## src/rtl/fp_result_packer.sv

```systemverilog
// Final FPU output stage: classifies normaliser results, substitutes NaN/inf/max-finite/denormal
// values and packs them into an IEEE-754-style word behind a two-stage valid/ready pipeline.
module fp_result_packer #(
   parameter int unsigned EXP_W = 8,
   parameter int unsigned MAN_W = 23,
   parameter int unsigned SH_W  = $clog2(MAN_W + 2)
) (
   input  logic                     clk,
   input  logic                     rst,
   input  logic                     in_valid,
   output logic                     in_ready,
   input  logic                     in_sign,
   input  logic [MAN_W-1:0]         in_man,
   input  logic [EXP_W-1:0]         in_exp,
   input  logic [SH_W-1:0]          in_shift,
   input  logic                     in_ovf,
   input  logic                     in_unf,
   input  logic                     in_inv,
   input  logic [1:0]               rnd_mode,
   output logic                     out_valid,
   input  logic                     out_ready,
   output logic [EXP_W+MAN_W:0]     out_result,
   output logic [3:0]               out_flags,
   input  logic                     flags_clr,
   output logic [3:0]               sticky_flags
);

   typedef enum logic [1:0] {
      CLS_NORM,
      CLS_UNF,
      CLS_OVF,
      CLS_INV
   } cls_e;

   typedef enum logic [1:0] {
      RM_RNE = 2'b00,
      RM_RTZ = 2'b01,
      RM_RUP = 2'b10,
      RM_RDN = 2'b11
   } rm_e;

   localparam logic [SH_W-1:0]  DEN_LIM = SH_W'(MAN_W + 1);
   localparam logic [EXP_W-1:0] MAXFIN_EXP = {{(EXP_W-1){1'b1}}, 1'b0};

   // Stage 1 registers
   logic              s1_valid_q;
   cls_e              s1_cls_q;
   rm_e               s1_rm_q;
   logic              s1_sign_q;
   logic [EXP_W-1:0]  s1_exp_q;
   logic [MAN_W-1:0]  s1_man_q;
   logic [SH_W-1:0]   s1_shift_q;

   // Stage 2 (output) registers
   logic                  out_valid_q;
   logic [EXP_W+MAN_W:0]  out_result_q;
   logic [3:0]            out_flags_q;
   logic [3:0]            sticky_q;

   logic                  s2_load;
   logic                  in_ready_w;
   logic                  out_hs;
   cls_e                  cls_d;

   logic [EXP_W+MAN_W:0]  res_d;
   logic [3:0]            flg_d;
   logic [3:0]            sticky_d;

   logic [SH_W-1:0]       den_sh;
   logic [MAN_W:0]        den_ext;
   logic [MAN_W:0]        den_lostmask;
   logic [MAN_W-1:0]      den_frac;
   logic                  den_nx;

   assign s2_load    = !out_valid_q || out_ready;
   assign in_ready_w = !s1_valid_q || s2_load;
   assign out_hs     = out_valid_q && out_ready;

   assign in_ready     = in_ready_w;
   assign out_valid    = out_valid_q;
   assign out_result   = out_result_q;
   assign out_flags    = out_flags_q;
   assign sticky_flags = sticky_q;

   // Highest-priority indication wins; the others are dropped here so their flags never appear.
   always_comb begin
      cls_d = CLS_NORM;
      if (in_inv) begin
         cls_d = CLS_INV;
      end else if (in_ovf) begin
         cls_d = CLS_OVF;
      end else if (in_unf) begin
         cls_d = CLS_UNF;
      end
   end

   always_ff @(posedge clk) begin
      if (rst) begin
         s1_valid_q <= 1'b0;
         s1_cls_q   <= CLS_NORM;
         s1_rm_q    <= RM_RNE;
         s1_sign_q  <= 1'b0;
         s1_exp_q   <= '0;
         s1_man_q   <= '0;
         s1_shift_q <= '0;
      end else if (in_ready_w) begin
         s1_valid_q <= in_valid;
         if (in_valid) begin
            s1_cls_q   <= cls_d;
            s1_rm_q    <= rm_e'(rnd_mode);
            s1_sign_q  <= in_sign;
            s1_exp_q   <= in_exp;
            s1_man_q   <= in_man;
            s1_shift_q <= in_shift;
         end
      end
   end

   // Denormalisation: a zero shift still moves the hidden bit below the binary point.
   always_comb begin
      den_sh       = (s1_shift_q == '0) ? SH_W'(1) : s1_shift_q;
      den_ext      = {1'b1, s1_man_q};
      den_lostmask = ~({(MAN_W+1){1'b1}} << den_sh);
      den_frac     = MAN_W'(den_ext >> den_sh);
      den_nx       = |(den_ext & den_lostmask);
      if (den_sh >= DEN_LIM) begin
         den_frac = '0;
         den_nx   = 1'b1;
      end
   end

   always_comb begin
      res_d = {s1_sign_q, s1_exp_q, s1_man_q};
      flg_d = 4'b0000;
      unique case (s1_cls_q)
         CLS_INV: begin
            res_d = {1'b0, {EXP_W{1'b1}}, 1'b1, {(MAN_W-1){1'b0}}};
            flg_d = 4'b1000;
         end
         CLS_OVF: begin
            flg_d = 4'b0101;
            unique case (s1_rm_q)
               RM_RNE: res_d = {s1_sign_q, {EXP_W{1'b1}}, {MAN_W{1'b0}}};
               RM_RTZ: res_d = {s1_sign_q, MAXFIN_EXP, {MAN_W{1'b1}}};
               RM_RUP: res_d = s1_sign_q ? {1'b1, MAXFIN_EXP, {MAN_W{1'b1}}}
                                         : {1'b0, {EXP_W{1'b1}}, {MAN_W{1'b0}}};
               RM_RDN: res_d = s1_sign_q ? {1'b1, {EXP_W{1'b1}}, {MAN_W{1'b0}}}
                                         : {1'b0, MAXFIN_EXP, {MAN_W{1'b1}}};
            endcase
         end
         CLS_UNF: begin
            res_d = {s1_sign_q, {EXP_W{1'b0}}, den_frac};
            flg_d = {2'b00, 1'b1, den_nx};
         end
         CLS_NORM: begin
            res_d = {s1_sign_q, s1_exp_q, s1_man_q};
            flg_d = 4'b0000;
         end
      endcase
   end

   // A clear coinciding with a handshake keeps only that result's flags.
   always_comb begin
      sticky_d = sticky_q;
      if (flags_clr) begin
         sticky_d = out_hs ? out_flags_q : 4'b0000;
      end else if (out_hs) begin
         sticky_d = sticky_q | out_flags_q;
      end
   end

   always_ff @(posedge clk) begin
      if (rst) begin
         out_valid_q  <= 1'b0;
         out_result_q <= '0;
         out_flags_q  <= '0;
         sticky_q     <= '0;
      end else begin
         if (s2_load) begin
            out_valid_q <= s1_valid_q;
            if (s1_valid_q) begin
               out_result_q <= res_d;
               out_flags_q  <= flg_d;
            end
         end
         sticky_q <= sticky_d;
      end
   end

endmodule

```

## config.mk

```make
export PLATFORM = sky130hd
export DESIGN_NAME = fp_result_packer
export DESIGN_NICKNAME = d
export VERILOG_FILES = /design/src/rtl/fp_result_packer.sv
export SDC_FILE = /design/constraint.sdc
export NUM_CORES = 1
export LEC_CHECK = 0
export ABC_AREA = 1
export CAP_MARGIN = 25
export CORE_MARGIN = 10
export CORE_UTILIZATION = 45
export CTS_CLUSTER_SIZE = 16
export DETAILED_ROUTE_END_ITERATION = 16
export HOLD_SLACK_MARGIN = 0.1
export MAX_ROUTING_LAYER = met4
export PLACE_DENSITY = 0.69
export SETUP_SLACK_MARGIN = 0.4
export SYNTH_ARGS = -nofsm -noshare
export SYNTH_HDL_FRONTEND = slang
export SYNTH_SLANG_ARGS = --single-unit
```

## constraint.sdc

```tcl
create_clock -name clk -period 1.87 [get_ports clk]
set_clock_uncertainty 0.2 [all_clocks]
set_input_delay 0.2805 -clock clk [delete_from_list [all_inputs] [get_ports clk]]
set_output_delay 0.2805 -clock clk [all_outputs]
set_load 0.01 [all_outputs]
```

After elaboration in Yosys (flattened, before gate mapping). Index checks and enable logic that the tools add are counted. Widths: inputs -> output; s select.

$lt $le $gt $ge: 1. Equality and inequality tests: 6. Shift-type cells: 2. Mux-type cells: 14. Bitwise operators: 3. Reductions and logical operators: 12.

Operators with widths (number): $pmux 32 s4 (2); $mux 32 (2); $and 24x24->24 (1); $not 24->24 (1); $reduce_or 24->1 (1); $shl 24x5->24 const A (1); $shr 24x5->23 (1); $mux 23 (1); $pmux 4 s4 (1); $mux 4 (3); $eq 2x2->1 const B (4); $ge 5x5->1 const B (1); $logic_not 5->1 (1); $mux 5 (1); $eq 2x1->1 const B (2); $logic_not 2->1 (2); $mux 2 (2); $or 4x4->4 (1); $reduce_and 2->1 (2); $logic_not 1->1 (2); $logic_or 1x1->1 (2); $mux 1 (2); $reduce_bool 2->1 (1); $logic_and 1x1->1 (1).

Bits in registers: 83. Input bits: 47. Output and inout port bits: 42. Logic and storage cells: 49.

Logic depth before layout (Yosys ltp). Gate-level depths: netlist (run 1).

Depth in word-level cells: 8. Depth in mapped cells: 16. Gate-level depth less buffers: 15.

Least setup slack after synthesis (run 1). No wires, ideal clock.

Path type: register to register. From: reg s1_shift_q[4]. To: reg out_result_q[1], in the netlist out_result[1]. Setup time: 0.134 ns. Arrival: 1.491 ns. Data required time: 1.536 ns. Slack: 0.045 ns. Cell stages (with the launch flop): 15. Buffers on the path: 2. Period minus slack after synthesis: 1.825 ns. Cells stage by stage: dfxtp_1 -> buf_6 -> nor2_8 -> nand2_8 -> nand2_8 -> buf_8 -> nand2_1 -> nand3_1 -> nand3_1 -> nand3_1 -> nand2_1 -> nand3_1 -> nand2_1 -> nand2_1 -> a21oi_1.

Longest elaborated chain between the ends: 5. Elaborated cells between the ends (all ways): 6. Classes of those cells: order compare (1); shift (1); mux (3); reduce/logical (1).

RTL lines: start: declaration (RTL line 52) `logic [SH_W-1:0] s1_shift_q;`; start signal: assignment (RTL line 114) `s1_shift_q <= in_shift;`; $logic_not 5->1 (RTL line 121) `den_sh = (s1_shift_q == '0) ? SH_W'(1) : s1_shift_q;`; $mux 5 (*) (RTL line 121); $shr 24x5->23 or $ge 5x5->1 (tied branches) (RTL line 124, 126); $mux 23 (*) (RTL line 126) `if (den_sh >= DEN_LIM) begin`; $pmux 32 s4 (*) (RTL line 135) `unique case (s1_cls_q)`; end signal: assignment (RTL line 182) `out_result_q <= res_d;`; end: declaration (RTL line 56) `logic [EXP_W+MAN_W:0] out_result_q;`.

Mark *: on every way between the ends. The rest lies on a longest branch, timed or not. A chain may end at the register's enable or synchronous reset.

Worst setup path in the final report (run 1).
From: reg s1_shift_q[1]. To: reg out_result_q[15], in the netlist out_result[15].

Same word-level chain as after synthesis.

==> impl_summary.log, run 1 <==
[metrics] outcome: complete, but fails checks
[metrics] failing checks: setup timing
[metrics] total length of routed met3 wires: 2.14 mm
[metrics] net switching power: 1.93 mW
[metrics] post-DP HPWL: 14.2 mm
[metrics] clock latency reported for the late side of the worst-skew pair: 0.37 ns
[metrics] fraction of layout instances using a drive strength above 1: 0.357
[metrics] arrival time at the worst endpoint: 2.08 ns
[metrics] power per standard cell area: 686 nW/um^2
[metrics] distinct cell type count of the synthesized netlist: 32
[metrics] number of antenna-violating nets in the routed design: 0
[metrics] gr ovfl total: 0
[metrics] Max Slew Vio Count: 0
[metrics] post-detailed-routing wire length: 20.7 mm
[metrics] share of total power in combinational logic: 0.366
[metrics] first-pass GRT wire length: 29.3 mm
[metrics] DRC violations left: 0
[metrics] Placed Cells: 992
[metrics] share of synthesized area spent on multiplexers: 0
[metrics] CTS max path bufs: 2
[metrics] final estimated routing congestion in global placement: 0.974
[metrics] Peak Freq: 502 MHz
[metrics] total global-route track usage: 0.256
[metrics] final-report hold violation count: 0
[metrics] endpoint type of the worst setup path: flop
[metrics] worst slew margin relative to its limit: 0.684
[metrics] biggest area consumer among synthesized cells: sky130_fd_sc_hd__dfxtp_1
[metrics] worst hold path stage count: 4
[metrics] top cells by instance count after synthesis: sky130_fd_sc_hd__nand2_1 (183), sky130_fd_sc_hd__nand3_1 (104), sky130_fd_sc_hd__a21oi_1 (89), sky130_fd_sc_hd__dfxtp_1 (83), sky130_fd_sc_hd__o21ai_0 (80)
[metrics] worst hold slack: 0.205 ns
[metrics] area growth from synthesis to final layout: 56.4%
[metrics] worst ir drop on vdd: 0.508 mV
[metrics] static leakage: 3.17 nW
[metrics] summed instance area of the synthesized netlist: 4740 sq um
[metrics] CTS tree: built
[metrics] top-count cell post-synth: sky130_fd_sc_hd__nand2_1
[metrics] count of filler cells inserted in the layout: 833
[metrics] number of vias per cell: 5.83
[metrics] IO Port Bufs: 88
[metrics] Adder-Cell Fraction of Synth Area: 0
[metrics] RSZ-0062 raised after global routing: true
[metrics] main combinational cell family by area after synthesis: simple AND/OR/NAND/NOR gates
[metrics] Row Count: 37
[metrics] Synth Net Count: 785
[metrics] boundary pin count: 89
[metrics] wl on met1: 8.11 mm
[metrics] Hold Path Origin: out_ready
[metrics] die span in y: 123 um
[metrics] Mapped Avg Cell Area: 6.42 sq um
[metrics] Worst Hold Path EP: out_valid
[metrics] data required time at the worst endpoint: 1.96 ns
[metrics] maximum number of pins on one net before global-route repair: 51
[metrics] slew at the pin closest to its max-slew limit: 0.473 ns
[metrics] final-stage net count: 939
[metrics] DRC violation total after the first TritonRoute iteration: 579
[metrics] die extent in x: 123 um
[metrics] core footprint: 10300 sq um
[metrics] synthesized instance count: 738
[metrics] DR WL/cell: 20.1 um
[metrics] cells taking the most area after synthesis: sky130_fd_sc_hd__dfxtp_1 (35%), sky130_fd_sc_hd__nand2_1 (15%), sky130_fd_sc_hd__nand3_1 (11%), sky130_fd_sc_hd__a21oi_1 (9.4%), sky130_fd_sc_hd__o21ai_0 (8.5%)
[metrics] number of warnings printed during yosys synthesis: 0
[metrics] number of enable flip-flop cells after synthesis: 0
[metrics] maximum fanout along the worst path: 7
[metrics] switching share of power: 0.380
[metrics] total iterations of the first detailed-routing run: 6
[metrics] sequential cell area fraction in the yosys report: 0.351
[metrics] via count of the first global-routing pass: 5569
[metrics] final cell count without fillers: 1033
[metrics] register-to-register setup slack: -0.12 ns
[metrics] most frequently used flop master after synthesis: sky130_fd_sc_hd__dfxtp_1
[metrics] highest metal layer with signal wires: met4
[metrics] metal2 WL: 9.83 mm
[metrics] # H-tree levels: 3
[metrics] share of total power in the clock network: 0.246
[metrics] R2R depth: 12
[metrics] setup ws final: -0.123 ns
[metrics] minimum clock period after layout: 1.99 ns
[metrics] Post-CTS Hold Fix Bufs: 0
[metrics] area share of xor/xnor cells in the synthesized design: 0
[metrics] category of the worst setup path launch point: flop
[metrics] path type of the worst min-delay path: in2reg
[metrics] Synth Area in Simple Gates: 0.345
[metrics] share of the cycle needed by the critical path after routing: 1.07
[metrics] Compound-Gate Fraction of Synth Area: 0.203
[metrics] Power Internal: 3.15 mW
[metrics] via count: 6019
[metrics] Critical Setup Path Class: reg2reg
[metrics] sum of negative setup slack: -1.38 ns
[metrics] clock transition time at the flip-flop clock pins of the worst setup and hold paths: 0.10 ns
[metrics] Antenna diodes: 0
[metrics] Starting Density: 0.461
[metrics] TritonCTS Sinks: 83
[metrics] TritonCTS buffer count: 9
[metrics] sequential cell fraction of total power: 0.389
[metrics] die area: 15000 sq um
[metrics] Synth Register Bits: 83
[metrics] antenna violations before repair: 0
[metrics] capturing point of the worst reg2reg path: out_result[15]
[metrics] worst r2r src: s1_shift_q[1]
[metrics] CTS root buffer: sky130_fd_sc_hd__clkbuf_8
[metrics] Max-cap violations: 0
[metrics] asr flop ratio synth: 0
[metrics] Yosys top cell area share: 0.351
[metrics] final setup violating endpoints: 21
==> cell type report <==
type                    count  area, sq um  share of cell area
well taps                 136          170              0.0230
clock buffers              10          128              0.0172
clock inverters             6         48.8             0.00658
inverters                  67          275              0.0371
flip-flops and latches     83         1700               0.229
repair buffers            185         1840               0.249
multi-input cells         546         3250               0.438
==> placed cells by master (no fill, tap or decap), types with 3 or more instances in the layout <==
cell                              netlist  routed
sky130_fd_sc_hd__nor2_1                37      23
sky130_fd_sc_hd__dfxtp_1               83      64
sky130_fd_sc_hd__clkbuf_2               0      17
sky130_fd_sc_hd__nand3b_1               3       3
sky130_fd_sc_hd__clkdlybuf4s50_1        0      44
sky130_fd_sc_hd__nand2_4                0       4
sky130_fd_sc_hd__clkdlybuf4s15_2        0       9
sky130_fd_sc_hd__o21ai_0               80      34
sky130_fd_sc_hd__o21ai_1                4      12
sky130_fd_sc_hd__buf_8                  1       4
sky130_fd_sc_hd__dfxtp_2                0      14
sky130_fd_sc_hd__clkbuf_16              0       4
sky130_fd_sc_hd__clkdlybuf4s15_1        0      12
sky130_fd_sc_hd__a21oi_1               89      71
sky130_fd_sc_hd__inv_1                 62      53
sky130_fd_sc_hd__o211ai_1               4       4
sky130_fd_sc_hd__nand2_2                4      19
sky130_fd_sc_hd__buf_2                 12       3
sky130_fd_sc_hd__a21oi_2                2      20
sky130_fd_sc_hd__clkbuf_8               0       9
sky130_fd_sc_hd__nor2_2                 1       8
sky130_fd_sc_hd__inv_6                  0       3
sky130_fd_sc_hd__nand2_8                2       5
sky130_fd_sc_hd__buf_4                  1      63
sky130_fd_sc_hd__nand3_1              104      78
sky130_fd_sc_hd__clkinvlp_4             0       6
sky130_fd_sc_hd__buf_6                  4      16
sky130_fd_sc_hd__nor3_2                 0       4
sky130_fd_sc_hd__nand2_1              183     164
sky130_fd_sc_hd__nand3_2                7      31
sky130_fd_sc_hd__o21ai_2                0      31
sky130_fd_sc_hd__nor2_4                 2       9
sky130_fd_sc_hd__buf_12                 0       9
sky130_fd_sc_hd__o21ai_4                0       7
sky130_fd_sc_hd__dfxtp_4                0       5
sky130_fd_sc_hd__nand4_1                8       8
sky130_fd_sc_hd__inv_2                  4       8
==> worst max-delay path, cell delays in order, from the launching register on <==
cell and delay, ns:
sky130_fd_sc_hd__dfxtp_4 0.37, sky130_fd_sc_hd__nor2_4 0.18, sky130_fd_sc_hd__nand2_8 0.14, sky130_fd_sc_hd__nand3_1 0.11, sky130_fd_sc_hd__nand3_2 0.15, sky130_fd_sc_hd__buf_4 0.17
sky130_fd_sc_hd__nand2_1 0.06, sky130_fd_sc_hd__nand2_2 0.06, sky130_fd_sc_hd__nand3_1 0.09, sky130_fd_sc_hd__nand3_1 0.07, sky130_fd_sc_hd__nand3_1 0.08, sky130_fd_sc_hd__nand2_1 0.07
sky130_fd_sc_hd__a21oi_1 0.16
==> layer usage <==
layer / track usage / up-vias
met3: 0.0643 / 73
met5: - / -
met4: 0.0965 / 0
met2: 0.404 / 377
li1: - / 2777
met1: 0.308 / 2792
==> flip-flops by register name, indices dropped and copies added (netlist names), 2 cells and up <==
signal,flops
out_flags,4
out_result,32
s1_cls_q,2
s1_exp_q,8
s1_man_q,23
s1_rm_q,2
s1_shift_q,5
sticky_flags,4
==> stage by stage <==
| step | setup WS, ns | util | power [mW] | area, sq um |
|---|---|---|---|---|
| floorplan | 0.0902 | - | 2.83 | 4810 |
| global placement | -0.117 | 0.606 | 3.44 | 6230 |
| detailed placement | -0.156 | 0.606 | 3.46 | 6230 |
| CTS | -0.0253 | 0.657 | 4.78 | 6760 |
| global route | -0.229 | 0.721 | 5.29 | 7410 |
| finish | -0.123 | 0.721 | 5.09 | 7410 |
==> how the worst max path moves through the flow <==
stage / from / to / cells after the start
final: s1_shift_q[1] / out_result[15] / 12
after global routing: s1_shift_q[1] / out_result[10] / 16
after CTS: s1_shift_q[2] / out_result[8] / 14
after detailed placement: out_ready / out_result[22] / 10
after global placement: s1_shift_q[4] / out_result[19] / 10
after floorplan: s1_shift_q[4] / out_result[3] / 16
==> kinds of logic (layout without fill, tap and decap cells) <==
| logic type | after synthesis | count (layout) |
|---|---|---|
| AND/OR/NAND/NOR | 358 | 361 |
| buffers and inverters | 112 | 268 |
| AO/OA/AOI/OAI | 185 | 185 |
| flip-flops | 83 | 83 |
==> power by group through the flow <==
stage	combinational [mW]	clock [mW]	sequential [mW]
2_1_floorplan	0.839	0	1.99
3_3_place_gp	1.45	0	2.00
3_5_place_dp	1.46	0	2.00
4_1_cts	1.57	1.24	1.96
5_1_grt	1.98	1.32	1.99
6_report	1.86	1.25	1.98
==> repair_timing <==
item                                   CTS  global route
setup endpoints to repair               84           109
endpoints found under the hold margin    0             0
gates cloned                             4             8
setup buffers                            5             8
pin swaps                                4            43
gates resized for setup                156           207
(Power assumes the default switching activity.)
==> run 2, diff against run 1 <==
Settings changed: CORE_MARGIN 10 to 4.
==> impl_summary.log, run 2 (same netlist as run 1, synthesis figures left out) <==
[metrics] slew at the pin closest to its max-slew limit: 0.452 ns (-0.0210 ns)
[metrics] via count: 5630 (-6.5%)
[metrics] worst ir drop on vdd: 0.403 mV (-21%)
[metrics] instance area after placement: 6250 sq um (+0.28%)
[metrics] endpoint type of the worst setup path: flop
[metrics] final setup violating endpoints: 9 (-57%)
[metrics] RSZ-0062 raised after global routing: true
[metrics] minimum clock period after layout: 1.94 ns (-0.0486 ns)
[metrics] via count of the first global-routing pass: 5244 (-5.8%)
[metrics] final-stage net count: 917 (-2.3%)
[metrics] arrival time at the worst endpoint: 2.00 ns (-0.08 ns)
[metrics] CTS tree: built
[metrics] TritonCTS Sinks: 83 (unchanged)
[metrics] data required time at the worst endpoint: 1.93 ns (-0.03 ns)
[metrics] post-detailed-routing wire length: 17.4 mm (-16%)
[metrics] TritonCTS buffer count: 9 (unchanged)
[metrics] power per standard cell area: 740 nW/um^2 (+7.8%)
[metrics] fraction of layout instances using a drive strength above 1: 0.243 (-0.113)
[metrics] number of flip-flops in the largest register: 32 (unchanged)
[metrics] final estimated routing congestion in global placement: 0.957 (-1.7%)
[metrics] outcome: complete, but fails checks
[metrics] maximum fanout along the worst path: 16 (+9)
[metrics] number of vias per cell: 5.57 (-4.4%)
[metrics] number of antenna-violating nets in the routed design: 0 (unchanged)
[metrics] gr ovfl total: 0 (unchanged)
[metrics] worst hold slack: 0.163 ns (-0.0422 ns)
[metrics] DRC violations left: 0 (unchanged)
[metrics] most common library cell in the layout ignoring fill and taps: sky130_fd_sc_hd__nand2_1
[metrics] setup ws final: -0.0745 ns (+0.0486 ns)
[metrics] path type of the worst min-delay path: in2reg
[metrics] Post-CTS Hold Fix Bufs: 0 (unchanged)
[metrics] antenna violations before repair: 0 (unchanged)
[metrics] die span in y: 111 um (-9.8%)
[metrics] Antenna diodes: 0 (unchanged)
[metrics] DRC violation total after the first TritonRoute iteration: 570 (-1.6%)
[metrics] die area: 12200 sq um (-19%)
[metrics] boundary pin count: 89 (unchanged)
[metrics] clock latency reported for the late side of the worst-skew pair: 0.38 ns (about the same)
[metrics] total global-route track usage: 0.286 (+0.0306)
[metrics] Critical Setup Path Class: reg2reg
[metrics] Row Count: 37 (unchanged)
[metrics] failing checks: setup timing
[metrics] Peak Freq: 514 MHz (+2.5%)
[metrics] die extent in x: 111 um (-9.8%)
[metrics] post-DP HPWL: 13.0 mm (-8.5%)
[metrics] static leakage: 2.93 nW (-7.4%)
[metrics] IO Port Bufs: 88 (unchanged)
[metrics] clock transition time at the flip-flop clock pins of the worst setup and hold paths: 0.10 ns (about the same)
[metrics] DR WL/cell: 17.3 um (-14%)
[metrics] first-pass GRT wire length: 27.7 mm (-5.5%)
[metrics] worst slew margin relative to its limit: 0.696 (+0.0113)
[metrics] # H-tree levels: 3 (unchanged)
[metrics] Max Slew Vio Count: 0 (unchanged)
[metrics] most frequent cells in the layout: sky130_fd_sc_hd__nand2_1 (174), sky130_fd_sc_hd__a21oi_1 (81), sky130_fd_sc_hd__nand3_1 (76), sky130_fd_sc_hd__o21ai_0 (75), sky130_fd_sc_hd__dfxtp_1 (70)
[metrics] area growth from synthesis to final layout: 41.1%
[metrics] share of the cycle needed by the critical path after routing: 1.04 (-0.0260)
[metrics] Starting Density: 0.461 (unchanged)
[metrics] Max-cap violations: 0 (unchanged)
[metrics] summed area of non-filler cells in the final layout: 6680 sq um (-9.8%)
[metrics] CTS max path bufs: 2 (unchanged)
[metrics] CTS root buffer: sky130_fd_sc_hd__clkbuf_8
[metrics] core footprint: 10300 sq um (unchanged)
[metrics] total iterations of the first detailed-routing run: 5 (-1)
[metrics] final-report hold violation count: 0 (unchanged)
[metrics] maximum number of pins on one net before global-route repair: 51 (unchanged)
[metrics] category of the worst setup path launch point: flop
run 2: cell count changes in the layout (fill, tap and decap cells not counted), sizes merged, moves of 2 or more:
| cell | delta |
|---|---|
| buf | -16 |
| inv | +2 |
| nand2 | -2 |
| bufbuf | -2 |
| clkinvlp | -2 |
run 2: critical path, cell delays in order (launching register included):
cell	delay, ns
sky130_fd_sc_hd__dfxtp_2	0.35
sky130_fd_sc_hd__nor2_4	0.17
sky130_fd_sc_hd__nand2_8	0.12
sky130_fd_sc_hd__buf_12	0.17
sky130_fd_sc_hd__buf_4	0.13
sky130_fd_sc_hd__a21oi_2	0.09
sky130_fd_sc_hd__o21ai_1	0.07
sky130_fd_sc_hd__nor2_1	0.12
sky130_fd_sc_hd__o211ai_1	0.10
sky130_fd_sc_hd__nor2_1	0.12
sky130_fd_sc_hd__nand2_1	0.07
sky130_fd_sc_hd__nand2_1	0.06
sky130_fd_sc_hd__a21oi_1	0.06
run 2: power breakdown:
part,internal [mW],switching [mW],total [mW]
clock network,0.663,0.725,1.39
logic,0.649,0.940,1.59
registers,1.88,0.0914,1.97
total,3.19,1.76,4.95
run 2: what timing repair did:
| action | CTS | global route |
|---|---|---|
| pin swaps | 3 | 7 |
| resized for setup | 113 | 77 |
| buffers inserted | 0 | 2 |
| endpoints found under the setup margin | 72 | 76 |
| gates cloned | 1 | 1 |
run 2: path summary, 6_finish.rpt:
kind	from	end	slack, ns	depth (start not counted)
worst min register to register	s1_exp_q[0]	s1_exp_q[0]	0.26	2
worst max-delay path	s1_shift_q[1]	out_flags[0]	-0.07	12
worst min-delay path	out_ready	out_valid	0.16	4
worst max register to register	s1_shift_q[1]	out_flags[0]	-0.07	12
run 2: cell type report:
cell class                 count  area (sq um)
sequential                    83          1680
multi-input combinational    544          2880
tap                          136           170
timing repair buffer         165          1480
inverter                      67           260
clock inverter                 6          70.1
fill                         930          3590
clock buffer                  10           138
run 2: stage by stage:
stage	total power, mW	TNS (ns)	worst slack, ns	std cells	utilization
floorplan	2.83	0	0.0902	738	-
global placement	3.46	-0.686	-0.0939	991	0.608
detailed placement	3.46	-0.812	-0.0987	991	0.608
CTS	4.86	-0.228	-0.0429	1008	0.640
global route	5.19	-2.37	-0.192	1011	0.650
finish	4.95	-0.230	-0.0745	1011	0.650
run 2: per-layer routing:
| metal | vias to the layer above | part of all wire | GRT usage |
|---|---|---|---|
| li1 | 2737 | - | - |
| met1 | 2575 | 0.44 | 0.390 |
| met2 | 273 | 0.45 | 0.429 |
| met3 | 45 | 0.083 | 0.0515 |
| met4 | 0 | 0.026 | 0.0952 |
| met5 | - | 0 | - |
